## src/rtl/host_network_interface_pkg.sv

```systemverilog
// Shared definitions for the root-side host network interface:
// flit layout, type encodings and default sizing.
package host_network_interface_pkg;

    localparam int ROUTER_WIDTH_DEF = 32;
    localparam int TX_CREDITS_DEF   = 4;
    localparam int RX_DEPTH_DEF     = 4;

    localparam int TYPE_LSB = 30;
    localparam int PE_LSB   = 24;
    localparam int AUX_LSB  = 16;
    localparam int DATA_LSB = 0;

    localparam logic [5:0] PE_BROADCAST = 6'h3F;

    typedef enum logic [1:0] {
        FLIT_CFG    = 2'd0,
        FLIT_ACT    = 2'd1,
        FLIT_START  = 2'd2,
        FLIT_OUTACT = 2'd3
    } flit_type_e;

    typedef struct packed {
        logic [1:0]  ftype;
        logic [5:0]  pe;
        logic [7:0]  aux;
        logic [15:0] data;
    } flit_t;

    typedef struct packed {
        logic [5:0]  pe;
        logic [7:0]  idx;
        logic [15:0] data;
    } rx_entry_t;

    function automatic flit_t pack_flit(
        input logic [1:0]  ftype,
        input logic [5:0]  pe,
        input logic [7:0]  aux,
        input logic [15:0] data
    );
        flit_t f;
        f.ftype = ftype;
        f.pe    = pe;
        f.aux   = aux;
        f.data  = data;
        return f;
    endfunction

endpackage

```

## src/rtl/host_network_interface_rx_fifo.sv

```systemverilog
// Receive FIFO holding output-activation entries for the host.
// Write while full is accepted only when a read frees a slot that cycle.
module host_rx_fifo
    import host_network_interface_pkg::*;
#(
    parameter int WIDTH = 30,
    parameter int DEPTH = RX_DEPTH_DEF
) (
    input  logic             clk,
    input  logic             rst_n,
    input  logic             wr_en_i,
    input  logic [WIDTH-1:0] wr_data_i,
    input  logic             rd_en_i,
    output logic [WIDTH-1:0] rd_data_o,
    output logic             full_o,
    output logic             empty_o
);

    localparam int AW = $clog2(DEPTH);

    logic [WIDTH-1:0] mem_q [DEPTH];
    logic [AW:0]      wptr_q, wptr_d;
    logic [AW:0]      rptr_q, rptr_d;
    logic             do_wr, do_rd;

    assign empty_o   = (wptr_q == rptr_q);
    assign full_o    = (wptr_q[AW] != rptr_q[AW]) &&
                       (wptr_q[AW-1:0] == rptr_q[AW-1:0]);
    assign rd_data_o = mem_q[rptr_q[AW-1:0]];

    assign do_rd  = rd_en_i && !empty_o;
    assign do_wr  = wr_en_i && (!full_o || do_rd);
    assign wptr_d = wptr_q + (AW+1)'(do_wr);
    assign rptr_d = rptr_q + (AW+1)'(do_rd);

    always_ff @(posedge clk) begin
        if (do_wr) begin
            mem_q[wptr_q[AW-1:0]] <= wr_data_i;
        end
    end

    always_ff @(posedge clk or negedge rst_n) begin
        if (!rst_n) begin
            wptr_q <= '0;
            rptr_q <= '0;
        end else begin
            wptr_q <= wptr_d;
            rptr_q <= rptr_d;
        end
    end

endmodule

```

## src/rtl/host_network_interface.sv

```systemverilog
// Root-side endpoint of the credit-based router tree: credit-gated
// command injection towards the tree, buffered result return to the host.
module host_network_interface
    import host_network_interface_pkg::*;
#(
    parameter int ROUTER_WIDTH = ROUTER_WIDTH_DEF,
    parameter int TX_CREDITS   = TX_CREDITS_DEF,
    parameter int RX_DEPTH     = RX_DEPTH_DEF
) (
    input  logic                    clk,
    input  logic                    rst,
    input  logic                    host_tx_valid,
    output logic                    host_tx_ready,
    input  logic [1:0]              host_tx_type,
    input  logic [5:0]              host_tx_pe,
    input  logic [7:0]              host_tx_aux,
    input  logic [15:0]             host_tx_data,
    output logic                    host_rx_valid,
    input  logic                    host_rx_ready,
    output logic [5:0]              host_rx_pe,
    output logic [7:0]              host_rx_idx,
    output logic [15:0]             host_rx_data,
    output logic                    out_data_valid,
    output logic [ROUTER_WIDTH-1:0] out_data,
    input  logic                    downstream_credit,
    input  logic                    in_data_valid,
    input  logic [ROUTER_WIDTH-1:0] in_data,
    output logic                    upstream_credit,
    output logic [1:0]              err
);

    localparam int CW = $clog2(TX_CREDITS + 1);
    localparam int PW = 3;

    logic [CW-1:0]           credit_cnt_q, credit_cnt_d;
    logic                    out_valid_q;
    logic [ROUTER_WIDTH-1:0] out_data_q;
    logic                    up_credit_q, up_credit_d;
    logic [PW-1:0]           pend_q, pend_d, owed;
    logic [1:0]              err_q;
    logic                    accept, cred_ovf;
    flit_t                   in_flit;
    rx_entry_t               wr_entry, head;
    logic                    is_outact, drop, rx_pop, rx_full, rx_empty, rx_ovf;

    assign host_tx_ready = (credit_cnt_q != '0) && (host_tx_type != FLIT_OUTACT);
    assign accept        = host_tx_valid && host_tx_ready;

    always_comb begin
        credit_cnt_d = credit_cnt_q;
        cred_ovf     = 1'b0;
        case ({downstream_credit, accept})
            2'b10: begin
                if (credit_cnt_q == CW'(TX_CREDITS)) cred_ovf = 1'b1;
                else credit_cnt_d = credit_cnt_q + 1'b1;
            end
            2'b01:   credit_cnt_d = credit_cnt_q - 1'b1;
            default: credit_cnt_d = credit_cnt_q;
        endcase
    end

    assign in_flit   = flit_t'(in_data);
    assign is_outact = in_data_valid && (in_flit.ftype == FLIT_OUTACT);
    assign drop      = in_data_valid && (in_flit.ftype != FLIT_OUTACT);
    assign rx_pop    = host_rx_valid && host_rx_ready;
    assign rx_ovf    = is_outact && rx_full && !rx_pop;
    assign wr_entry  = '{pe: in_flit.pe, idx: in_flit.aux, data: in_flit.data};

    host_rx_fifo #(
        .WIDTH ($bits(rx_entry_t)),
        .DEPTH (RX_DEPTH)
    ) u_rx_fifo (
        .clk       (clk),
        .rst_n     (rst),
        .wr_en_i   (is_outact),
        .wr_data_i (wr_entry),
        .rd_en_i   (rx_pop),
        .rd_data_o (head),
        .full_o    (rx_full),
        .empty_o   (rx_empty)
    );

    assign host_rx_valid = !rx_empty;
    assign host_rx_pe    = head.pe;
    assign host_rx_idx   = head.idx;
    assign host_rx_data  = head.data;

    // Credits owed can briefly exceed one per cycle; the backlog drains one pulse per cycle.
    assign owed        = pend_q + PW'(rx_pop) + PW'(drop);
    assign up_credit_d = (owed != '0);
    assign pend_d      = owed - PW'(up_credit_d);

    always_ff @(posedge clk or negedge rst) begin
        if (!rst) begin
            credit_cnt_q <= CW'(TX_CREDITS);
            out_valid_q  <= 1'b0;
            out_data_q   <= '0;
            up_credit_q  <= 1'b0;
            pend_q       <= '0;
            err_q        <= '0;
        end else begin
            credit_cnt_q <= credit_cnt_d;
            out_valid_q  <= accept;
            if (accept) begin
                out_data_q <= ROUTER_WIDTH'(pack_flit(host_tx_type, host_tx_pe,
                                                     host_tx_aux, host_tx_data));
            end
            up_credit_q  <= up_credit_d;
            pend_q       <= pend_d;
            err_q        <= err_q | {cred_ovf, rx_ovf};
        end
    end

    assign out_data_valid  = out_valid_q;
    assign out_data        = out_data_q;
    assign upstream_credit = up_credit_q;
    assign err             = err_q;

endmodule

```

## config.mk

```make
export PLATFORM = sky130hd
export DESIGN_NAME = host_network_interface
export DESIGN_NICKNAME = d
export VERILOG_FILES = /design/src/rtl/host_network_interface_pkg.sv /design/src/rtl/host_network_interface_rx_fifo.sv /design/src/rtl/host_network_interface.sv
export SDC_FILE = /design/constraint.sdc
export NUM_CORES = 1
export LEC_CHECK = 0
export BUFFER_PORTS_ARGS = -buffer_cell sky130_fd_sc_hd__buf_2
export CORE_ASPECT_RATIO = 0.9
export CORE_MARGIN = 5
export CORE_UTILIZATION = 58
export CTS_CLUSTER_SIZE = 30
export DETAILED_ROUTE_END_ITERATION = 16
export PLACE_DENSITY_LB_ADDON = 0.25
export REMOVE_ABC_BUFFERS = 1
export SKIP_CTS_REPAIR_TIMING = 1
export SLEW_MARGIN = 20
export SYNTH_ARGS = -nofsm -noshare
export SYNTH_HDL_FRONTEND = slang
export SYNTH_SLANG_ARGS = --single-unit
```

## constraint.sdc

```tcl
create_clock -name clk -period 9.8 [get_ports clk]
set_input_delay 0.98 -clock clk [delete_from_list [all_inputs] [get_ports clk]]
set_output_delay 0.98 -clock clk [all_outputs]
set_load 0.02 [all_outputs]
```

==> flow_metrics.tcl <==
set metrics [dict create \
    max-slew-margin-rel 0.359 \
    yosys.area_share.adder 0.0198 \
    timing.rr.end "pend_q[2]" \
    ioPinCount 138 \
    min_from "err[1]" \
    portBuffers 137 \
    yosysMostFrequentCell "edfxtp_1" \
    finalMaxSlewViolations 0 \
    synth_area_leaders "edfxtp_1 (56%), dfrtp_1 (18%), mux4_2 (10%)" \
    grt_max_degree 49 \
    synthSimpleGateAreaFrac 0.0225 \
    antenna_left 0 \
    grtUsageTotal 0.195 \
    yosysUniqueCellTypes 37 \
    drt_iter0_markers 129 \
    netlist.area_leader.share 0.560 \
    synth_compound_area_frac 0.0121 \
    seq_area_frac_synth 0.747 \
    yosysTopAreaCell "edfxtp_1" \
    antenna_found_initial 0 \
    nFillCells 720 \
    min_path_cells 1 \
    stdcell_count 620 \
    synth_top_family_by_area "multiplexers" \
    rr_startpoint "u_rx_fifo.rptr_q[0]" \
    setup.worst_path.class "reg -> out" \
    required_ns 8.82 \
    ys_seq_elements 168 \
    ir_drop_mv 0.169 \
    syn_area_per_cell_um2 21.0 \
    first_global_vias 3663 \
    r2r_cells 12 \
    rsz0062_at_grt "false" \
    fin_hold_ws_ns 0.471 \
    synthTopCellsByCount "edfxtp_1 (120), dfrtp_1 (47), mux2_2 (33)" \
    cap_viol_max_count 0 \
    power.density_nw_per_um2 293 \
    grt_pass1_wl_um 18800 \
    ctsHtreeMaxLevel 4 \
    cts_max_path_buffers 2 \
    path_max_fanout 23 \
    cts_inserted_buffers 17 \
    syn2layout_area_growth_pct 21.0 \
    dp_hpwl_um 7990 \
    clkTransAtPathRegs_ns 0.06 \
    setup_viol 0 \
    hold-path-endpoint "err[1]" \
    tritoncts "done" \
    worst_pin_slew_ns 0.960 \
    startpoint_type "register" \
    synthMuxAreaShare 0.166 \
    synth_ff_type "edfxtp_1" \
    async_flop_share 0.286 \
    start_util 0.593 \
    antennaDiodeCount 0 \
    num_rows 36 \
    grt.overflow.total 0 \
    register_area_um2 4810 \
    min_path_type "reg -> reg" \
    die-width_um 121 \
    core-area_um2 10900 \
    synth_warnings 0 \
    clock_sinks 168 \
    synth_edf_count 120 \
    dp_cells 588 \
    multi_input_area_um2 1510 \
    post-route-min-period_ns 3.22 \
    outcome "complete, no violations" \
    num_vias 3290 \
    layout.nets 534 \
    place.gp.congestion 0.761 \
    syn_area_um2 6440 \
    die_h_um 110 \
    hold_viol 0 \
    leakagePower_nw 3.03 \
    cts-root-buf "clkbuf_16" \
    fmax_ghz 0.311 \
    cp.arrival_ns 2.24 \
    syn_inst 307 \
    wirelength_um 11800 \
    die-area_um2 13300 \
    finalCritPeriodShare 0.329 \
    drive_above_1_share 0.519 \
    wl_per_cell_um 19.0 \
    clk-insertion-delay-late_ns 0.41 \
    drcViolationCount 0 \
    synth-xor-area-share 0.0122 \
    vias_per_cell 5.31 \
    r2r_slack_ns 6.82 \
    drtPass1Iterations 4 \
    fin_skew_ns 0.00351 \
    tns_ns 0 \
    endpoint_kind "output pin" \
]
## cell families (layout without fill, tap and decap cells)
logic type,count (synthesis),count (layout)
DFF,168,168
muxes,65,65
and+or+nand+nor,24,24
buffers and inverters,22,183
AOI/OAI and AO/OA,10,10
adders and majority gates,9,9
xor gates and xnor gates,9,9
## per-stage QoR
step / instance area, µm² / setup WS [ns] / util / total power [mW]
3_3_place_gp: 7260 / 6.53 / 0.669 / 1.70
3_5_place_dp: 7260 / 6.46 / 0.669 / 1.73
6_report: 7790 / 6.58 / 0.717 / 2.28
2_1_floorplan: 6340 / 4.64 / - / 1.47
5_1_grt: 7790 / 6.41 / 0.717 / 2.41
4_1_cts: 7780 / 6.49 / 0.717 / 2.32
## worst max-delay path, stage by stage (launching register included)
cell and delay (ns):
dfrtp_2 0.58, buf_4 0.48, mux4_2 0.59, buf_2 0.18
## power breakdown
| part | switching, mW | total, mW | internal, mW |
|---|---|---|---|
| sequential | 0.0838 | 0.961 | 0.877 |
| combinational | 0.408 | 0.733 | 0.325 |
| clock | 0.246 | 0.588 | 0.343 |
## layout make-up
class | instances | share of cell area
Tap cell | 152 | 0.0244
Clock buffer | 20 | 0.0561
Sequential cell | 168 | 0.617
Timing Repair Buffer | 141 | 0.0922
Clock inverter | 12 | 0.0109
Inverter | 10 | 0.00482
Multi-Input combinational cell | 117 | 0.194
## routing by layer
metal,part of all wire,up-vias,wire [µm],global-route usage
met5,0,-,0,0
li1,-,1501,-,-
met2,0.49,120,5820,0.312
met1,0.40,1661,4760,0.237
met4,0.0086,0,102,0.0752
met3,0.095,8,1120,0.0859
## worst max-delay path by stage
stage | startpoint | endpoint | slack [ns] | cells after the start
after detailed placement | host_tx_type[0] | credit_cnt_q[2] | 6.46 | 9
after CTS | u_rx_fifo.rptr_q[0] | host_rx_idx[2] | 6.49 | 3
final | u_rx_fifo.rptr_q[0] | host_rx_idx[2] | 6.58 | 3
after global routing | u_rx_fifo.rptr_q[0] | host_rx_data[10] | 6.41 | 3
after floorplan | u_rx_fifo.rptr_q[0] | u_rx_fifo.mem_q[0][0] | 4.64 | 4
after global placement | host_tx_type[0] | credit_cnt_q[2] | 6.53 | 9
## cells in the final DEF, fill, tap and decap left out, types with 2 or more instances in the layout
| master | instances |
|---|---|
| a21oi_1 | 3 |
| buf_2 | 136 |
| buf_4 | 5 |
| clkbuf_1 | 3 |
| clkbuf_16 | 17 |
| clkinv_1 | 4 |
| clkinv_2 | 5 |
| clkinvlp_4 | 2 |
| dfrtp_1 | 46 |
| edfxtp_1 | 120 |
| fa_1 | 2 |
| ha_1 | 7 |
| inv_1 | 10 |
| mux2_2 | 33 |
| mux2i_1 | 2 |
| mux4_2 | 30 |
| nand2_1 | 7 |
| nand3_1 | 3 |
| nor2_1 | 2 |
| nor2b_1 | 2 |
| xnor2_1 | 6 |
| xor2_1 | 3 |
## flip-flops by register name (all words and copies together) (netlist names)
signal / count
credit_cnt_q: 3
err: 2
out_data: 32
out_data_valid: 1
pend_q: 3
u_rx_fifo.mem_q: 120
u_rx_fifo.rptr_q: 3
u_rx_fifo.wptr_q: 3
upstream_credit: 1
No activity file was read; power rests on OpenSTA's default activity.
